**src/rtl/dcsg_write_sequencer.sv**
```systemverilog
// Buffers CPU OUT cycles to I/O C0h-C7h in a small FIFO and replays each byte to the
// 76489 DCSG as a CE_N/WE_N strobe paced by the DCSG READY handshake.
module dcsg_write_sequencer #(
    parameter int unsigned FIFO_DEPTH    = 4,
    parameter int unsigned PTR_WIDTH     = 2,
    parameter logic [15:0] READY_TIMEOUT = 16'd4000
) (
    input  logic                 clock,
    input  logic                 reset_n,
    input  logic [9:0]           address,
    input  logic                 x_io_or_m,
    input  logic                 iow_n,
    input  logic [7:0]           data_in,
    input  logic                 dcsg_ready,
    output logic                 dcsg_ce_n,
    output logic                 dcsg_we_n,
    output logic [7:0]           dcsg_data,
    output logic                 cpu_ready,
    output logic [PTR_WIDTH:0]   fifo_level,
    output logic                 overflow,
    output logic                 timeout,
    input  logic                 clear_flags
);

    typedef enum logic [2:0] {
        S_IDLE,
        S_SETUP,
        S_STROBE,
        S_WAIT_RDY,
        S_RELEASE
    } state_t;

    localparam logic [PTR_WIDTH:0] DEPTH_L = (PTR_WIDTH + 1)'(FIFO_DEPTH);

    logic [7:0]           mem_q [FIFO_DEPTH];
    logic [PTR_WIDTH-1:0] wr_ptr_q, rd_ptr_q;
    logic [PTR_WIDTH:0]   level_q, level_d;
    logic                 wr_act, wr_act_q;
    logic [7:0]           wr_byte_q;
    logic [15:0]          timer_q, timer_d;
    state_t               state_q, state_d;
    logic [7:0]           data_q, data_d;
    logic                 ovf_q, ovf_d, to_q, to_d;
    logic                 full, empty, push, pop, push_ok, to_hit;
    logic                 unused_addr_bits;

    assign unused_addr_bits = ^address[2:0];

    assign wr_act  = x_io_or_m & (address[9:3] == 7'h18) & ~iow_n;
    assign full    = (level_q == DEPTH_L);
    assign empty   = (level_q == '0);
    assign push    = wr_act_q & ~wr_act;
    assign pop     = (state_q == S_RELEASE);
    // A pop in the same clock frees the slot, so a push into a full FIFO still lands.
    assign push_ok = push & (~full | pop);
    assign to_hit  = (timer_q == READY_TIMEOUT - 16'd1);

    assign cpu_ready  = ~(wr_act & full);
    assign fifo_level = level_q;
    assign dcsg_data  = data_q;
    assign overflow   = ovf_q;
    assign timeout    = to_q;

    always_comb begin
        level_d = level_q;
        if (push_ok && !pop) begin
            level_d = level_q + (PTR_WIDTH + 1)'(1);
        end else if (pop && !push_ok) begin
            level_d = level_q - (PTR_WIDTH + 1)'(1);
        end
    end

    always_comb begin
        state_d   = state_q;
        timer_d   = timer_q;
        data_d    = data_q;
        to_d      = to_q & ~clear_flags;
        ovf_d     = (ovf_q & ~clear_flags) | (push & full & ~pop);
        dcsg_ce_n = 1'b1;
        dcsg_we_n = 1'b1;
        case (state_q)
            S_IDLE: begin
                if (!empty && dcsg_ready) begin
                    state_d = S_SETUP;
                    data_d  = mem_q[rd_ptr_q];
                end
            end
            S_SETUP: begin
                dcsg_ce_n = 1'b0;
                timer_d   = '0;
                state_d   = S_STROBE;
            end
            S_STROBE, S_WAIT_RDY: begin
                dcsg_ce_n = 1'b0;
                dcsg_we_n = 1'b0;
                timer_d   = timer_q + 16'd1;
                if (to_hit) begin
                    state_d = S_RELEASE;
                    to_d    = 1'b1;
                end else if (state_q == S_STROBE && !dcsg_ready) begin
                    state_d = S_WAIT_RDY;
                end else if (state_q == S_WAIT_RDY && dcsg_ready) begin
                    state_d = S_RELEASE;
                end
            end
            S_RELEASE: begin
                state_d = S_IDLE;
            end
            default: begin
                state_d = S_IDLE;
            end
        endcase
    end

    always_ff @(posedge clock or negedge reset_n) begin
        if (!reset_n) begin
            state_q   <= S_IDLE;
            timer_q   <= '0;
            data_q    <= '0;
            ovf_q     <= 1'b0;
            to_q      <= 1'b0;
            level_q   <= '0;
            wr_ptr_q  <= '0;
            rd_ptr_q  <= '0;
            wr_act_q  <= 1'b0;
            wr_byte_q <= '0;
        end else begin
            state_q  <= state_d;
            timer_q  <= timer_d;
            data_q   <= data_d;
            ovf_q    <= ovf_d;
            to_q     <= to_d;
            level_q  <= level_d;
            wr_act_q <= wr_act;
            if (wr_act) begin
                wr_byte_q <= data_in;
            end
            if (push_ok) begin
                wr_ptr_q <= wr_ptr_q + PTR_WIDTH'(1);
            end
            if (pop) begin
                rd_ptr_q <= rd_ptr_q + PTR_WIDTH'(1);
            end
        end
    end

    always_ff @(posedge clock) begin
        if (push_ok) begin
            mem_q[wr_ptr_q] <= wr_byte_q;
        end
    end

endmodule

```
**config.mk**
```make
export PLATFORM = sky130hd
export DESIGN_NAME = dcsg_write_sequencer
export DESIGN_NICKNAME = d
export VERILOG_FILES = /design/src/rtl/dcsg_write_sequencer.sv
export SDC_FILE = /design/constraint.sdc
export NUM_CORES = 1
export LEC_CHECK = 0
export ABC_AREA = 1
export ABC_CLOCK_PERIOD_IN_PS = 4000
export BUFFER_PORTS_ARGS = -buffer_cell sky130_fd_sc_hd__buf_2
export CAP_MARGIN = 20
export CORE_MARGIN = 1
export CORE_UTILIZATION = 60
export CTS_BUF_LIST = sky130_fd_sc_hd__clkbuf_4 sky130_fd_sc_hd__clkbuf_8
export DETAILED_ROUTE_END_ITERATION = 6
export GPL_TIMING_DRIVEN = 0
export HOLD_SLACK_MARGIN = 0.08
export PLACE_DENSITY = 0.89
export SLEW_MARGIN = 30
export SYNTH_ARGS = -nofsm -noshare
export SYNTH_HDL_FRONTEND = slang
export SYNTH_SLANG_ARGS = --single-unit
```
**constraint.sdc**
```tcl
create_clock -name clock -period 4 [get_ports clock]
set_input_delay 0.8 -clock clock [delete_from_list [all_inputs] [get_ports clock]]
set_output_delay 0.8 -clock clock [all_outputs]
set_load 0.02 [all_outputs]
```
## Word level (Yosys, flattened, before mapping)

Memories as Yosys holds them, arrays and structs flattened. A register that Yosys moved wholly into a read port is not among the register bits.
Cells that the tools add are included.

- Memories kept: 1
- Bits in writable memories: 32
- Flip-flop bits (word level): 37
- ROM bits: 0
- Latch bits: 0

- Equality and inequality tests: 9
- Divide/modulo/power cells: 0
- $mul: 0
- Magnitude comparators: 0
- Reductions and logical operators: 18
- Mux-type cells: 14
- Add/subtract/negate cells: 5
- Bitwise logic cells: 17
- Shift-type cells: 0

Memory list:

| name | words | width | read ports | clocked after Yosys merged registers in | wr ports | line | RTL |
|---|---|---|---|---|---|---|---|
| mem_q | 4 | 8 | 1 | 1 | 1 | 35 | `logic [7:0] mem_q [FIFO_DEPTH];` |

Operators by type and width:

| cell | number |
|---|---|
| 16-bit case mux with 2 select lines | 1 |
| 3-bit 2-to-1 mux | 6 |
| 16-bit by 1-bit adder with 16-bit output, second input constant | 1 |
| 16-bit by 12-bit equality test with 1-bit output, second input constant | 1 |
| 1-bit AND | 9 |
| 3-bit case mux with 3 select lines | 1 |
| 7-bit by 5-bit equality test with 1-bit output, second input constant | 1 |
| 3-bit by 2-bit equality test with 1-bit output, second input constant | 2 |
| 3-bit equality test, second input constant | 2 |
| 3-bit logical NOT | 2 |
| 1-bit 2-to-1 mux | 6 |
| 1-bit NOT | 6 |
| 1-bit logical AND | 5 |
| 1-bit logical NOT | 5 |
| 2-bit by 1-bit adder with 2-bit output, second input constant | 2 |
| 4-bit inequality test, second input constant | 1 |
| 2-bit AND reduction | 2 |
| 2-bit nonzero test | 2 |
| 3-bit by 1-bit adder with 3-bit output, second input constant | 1 |
| 3-bit by 1-bit equality test with 1-bit output, second input constant | 1 |
| 3-bit OR reduction | 1 |
| 3-bit by 1-bit subtractor with 3-bit output, second input constant | 1 |
| 2-bit inequality test, second input constant | 1 |
| 1-bit bitwise OR | 2 |
| 2-bit OR reduction | 1 |

## Logic depth before layout (Yosys ltp)

- Word-level depth: 10
- Depth in mapped cells: 11
- Mapped depth without buffers: 11

## Worst setup path after synthesis

No wires, ideal clock.

- Kind: input to register
- Start point: in iow_n
- End point: reg level_q[1], in the netlist fifo_level[1]
- Path buffers: 0
- Slack: 1.678 ns
- Stages on the path: 8
- Arrival time: 2.198 ns
- Cells stage by stage: nor3_1 nand3_1 nand3_2 inv_2 ha_1 inv_1 fa_1 mux2_2

- Elaborated cells on any way between the ends: 10

RTL lines:

| item | line | RTL |
|---|---|---|
| start: declaration | 12 | `input logic iow_n,` |
| 1-bit NOT | 49 | `assign wr_act = x_io_or_m & (address[9:3] == 7'h18) & ~iow_n;` |
| 1-bit AND | 49 |  |
| 1-bit NOT | 52 | `assign push = wr_act_q & ~wr_act;` |
| 1-bit AND | 52 |  |
| 1-bit AND | 55 | `assign push_ok = push & (~full \| pop);` |
| named net push_ok | 44 | `logic full, empty, push, pop, push_ok, to_hit;` |
| 1-bit logical AND | 66 | `if (push_ok && !pop) begin` |
| 3-bit 2-to-1 mux | 66 |  |
| named net level_d[1] | 37 | `logic [PTR_WIDTH:0] level_q, level_d;` |
| end signal: assignment | 133 | `level_q <= level_d;` |
| end: declaration | 37 |  |

The timed path passes the listed nets, and every way through them passes these cells.
A chain may end at the register's enable or synchronous reset.

## Worst setup path in the final report

- Start point: in iow_n
- End point: out cpu_ready

- Longest elaborated chain between the ends: 4

RTL lines:

| item | line | RTL |
|---|---|---|
| 1-bit NOT | 49 |  |
| 1-bit AND | 49 |  |
| named net wr_act | 38 | `logic wr_act, wr_act_q;` |
| 1-bit AND | 58 | `assign cpu_ready = ~(wr_act & full);` |
| 1-bit NOT | 58 |  |
| end: declaration | 18 | `output logic cpu_ready,` |

The timed path passes the listed nets, and every way through them passes these cells.

==> results.cfg <==
[sta]
worst_slew_pin_slew_ns = 0.713
max_slew_margin_pct = 52.3
rsz0062_at_grt = false
period_minus_slack_ns = 2.46
setup-violations-final = 0
finalClockSkew_ns = 0.0108
final-max-slew-violation-count = 0
timing_hold_violations_final = 0
totalNegativeSetupSlack_ns = 0
tcrit_tclk_final_pct = 61.6
max_freq_mhz = 406

[floorplanning]
start_util_pct = 63.1
dieArea_um2 = 6170
dieWidth_um = 78.5
num_ports = 40
fp-row-count = 27
coreArea_um2 = 5570
fp.dieH_um = 78.5

[routing]
finalWirelength_um = 6880
remaining_drc_errors = 0
drt.antenna.violating_nets = 0
vias = 2700
viasPerCell = 5.37
drt_iter0_markers = 178
drt_pass1_iterations = 5
post_drt_wl_per_cell_um = 13.7

[clock_tree]
cts_setup_buffers = 0
postCtsHoldBufs = 0
cts_sinks = 77
cts_root_buffer = clkbuf_8
cts.path.max_buffers = 2
numCtsBuffers = 9
cts.clk_slew.worst_paths_ns = 0.08
clkLatencyLatePin_ns = 0.35
tritoncts = built
cts_resized = 0
htreeDepth = 3

[logic_synthesis]
post_synth_inst_count = 379
yosysUniqueCellTypes = 34
yosys_warnings = 0
postSynthAreaPerCell_um2 = 9.27
synth_top_cell_by_area = dfrtp_1
post_synth_main_area_contributors = dfrtp_1 32%, edfxtp_1 27%, nand2_1 9.9%, nor2_1 7.0%, o21ai_0 3.3%
synth_seq_cells = 77
post_synth_instance_area_um2 = 3510
postSynthNetCount = 410
ys_seq_area_share_pct = 59.4
synth_top_area_share_pct = 32.0

[placed_design]
dp_hpwl_um = 4820
placed_cells_incl_taps = 487
io_buffers = 36
gp_congestion = 0.864

[setup_path]
crit_path_start_kind = input port
worst-endpoint-arrival_ns = 1.66
worst_ep_required_time_ns = 3.20
cp-end-kind = primary output
path_max_fanout = 10
critPathKind = in -> out

[flow_run]
timing.max_cap.violations = 0

[global_routing]
grt_overflow_total = 0
vias_in_the_first_global_route = 2717
grt_pass1_wl_um = 11900
grt_antenna_before_repair = 0
maximum_number_of_pins_on_one_net_before_global_route_repair = 46
grtUsageTotal_pct = 25.4

[power]
cellPowerDensity_nw_per_um2 = 604
ir_worst_vdd_v = 0.000457
power.static_leakage_uw = 0.00181

[finish]
instances_no_fill = 503
layout.nets = 457
drive_gt1_share_pct = 16.9
antenna-diode-count = 0
flow.area_growth_from_synthesis_pct = 13.6

[min_path]
min_path_type = in -> async

[status]
status = complete, no violations
==> metrics by stage <==
| stage | area, um^2 | power [uW] | setup slack, ns | util (%) | hold WS, ns |
|---|---|---|---|---|---|
| detailed placement | 3790 | 1810 | 1.41 | 67.9 | 0.479 |
| finish | 3990 | 2410 | 1.54 | 71.6 | 0.447 |
| global placement | 3780 | 1770 | 1.48 | 67.9 | 0.476 |
| global route | 3990 | 2560 | 1.36 | 71.6 | 0.485 |
| floorplan | 3510 | 1570 | 1.68 | - | 0.476 |
| CTS | 3990 | 2420 | 1.51 | 71.6 | 0.454 |
==> power breakdown <==
group	switching (uW)	total [uW]	internal, uW	leakage [uW]
registers	90.4	1010	922	0.000885
clock network	307	604	297	0.0000973
logic	526	794	268	0.000823
==> layout make-up <==
| cell class | count | area, um^2 |
|---|---|---|
| Clock inverter | 7 | 80.1 |
| Clock buffer | 9 | 124 |
| Inverter | 36 | 135 |
| Multi-Input combinational cell | 256 | 1240 |
| Fill cell | 418 | 1580 |
| Sequential cell | 77 | 2090 |
| Buffer | 10 | 56.3 |
| Timing Repair Buffer | 36 | 183 |
| Tap cell | 72 | 90.1 |
==> kinds of logic after synthesis <==
group | Yosys count | share of synthesized area (%)
AO/OA/AOI/OAI | 52 | 7.90
XOR/XNOR | 5 | 1.25
adder cells (fa/ha/maj) | 7 | 2.71
buffers and inverters | 46 | 5.45
flip-flops | 77 | 59.4
multiplexers | 1 | 0.320
AND/OR/NAND/NOR | 191 | 23.0
==> final timing paths <==
kind / slack, ns / from / endpoint / depth (start not counted)
worst min register to register: 0.51 / timeout$_DFF_PN0_ / timeout$_DFF_PN0_ / 2
worst max register to register: 1.65 / state_q[0]$_DFFE_PN0P_ / fifo_level[2]$_DFFE_PN0P_ / 11
worst min-delay path: 0.45 / reset_n / timer_q[15]$_DFFE_PN0N_ / 1
max in group asynchronous: 3.16 / reset_n / wr_ptr_q[1]$_DFFE_PN0P_ / 1
min in group clock: 0.51 / timeout$_DFF_PN0_ / timeout$_DFF_PN0_ / 2
worst max-delay path: 1.54 / iow_n / cpu_ready / 6
==> state kept, by name, indices dropped and copies added (netlist names) <==
name,cells
mem_q,32
wr_ptr_q,2
rd_ptr_q,2
dcsg_data,8
timeout,1
fifo_level,3
wr_act_q,1
overflow,1
state_q,3
timer_q,16
wr_byte_q,8
==> cells in the mapped netlist (all sizes together) <==
master	n
a31oi	8
ha	6
a21oi	11
o21bai	1
dfrtp	45
nor2	69
nor3	6
nor3b	1
nand3	15
buf	8
xor2	4
mux2	1
fa	1
clkinv	1
xnor2	1
edfxtp	32
nand4	3
nand2	95
inv	35
clkbuf	2
o21ai	30
o31ai	2
nand3b	2
==> cells in the final DEF, fill, tap and decap left out, drive strengths merged <==
cell	n
dfrtp	45
nand3	15
mux2	1
fa	1
a31oi	8
o21ai	30
a21oi	11
nor3b	1
o21bai	1
edfxtp	32
clkinv	1
clkbuf	11
nand2	95
nand4	3
nor3	6
o31ai	2
inv	39
bufinv	1
clkinvlp	2
nand3b	2
buf	44
xor2	4
nor2	69
ha	6
xnor2	1
==> metal layers <==
metal,routed length (um),GRT usage [%],part of all wire [%],up-vias
met3,290,5.35,4.2,9
met5,0,0,0,-
met2,3600,44.3,52,84
li1,-,-,-,1328
met4,89,11.3,1.3,0
met1,2910,30.2,42,1279
==> worst max-delay path, stage by stage <==
cell,delay [ns]
buf_2,0.09
nor3_1,0.18
nand3_1,0.17
clkinv_1,0.19
nand2_1,0.07
buf_2,0.16
Note: power is estimated with default switching activity, not from simulation.
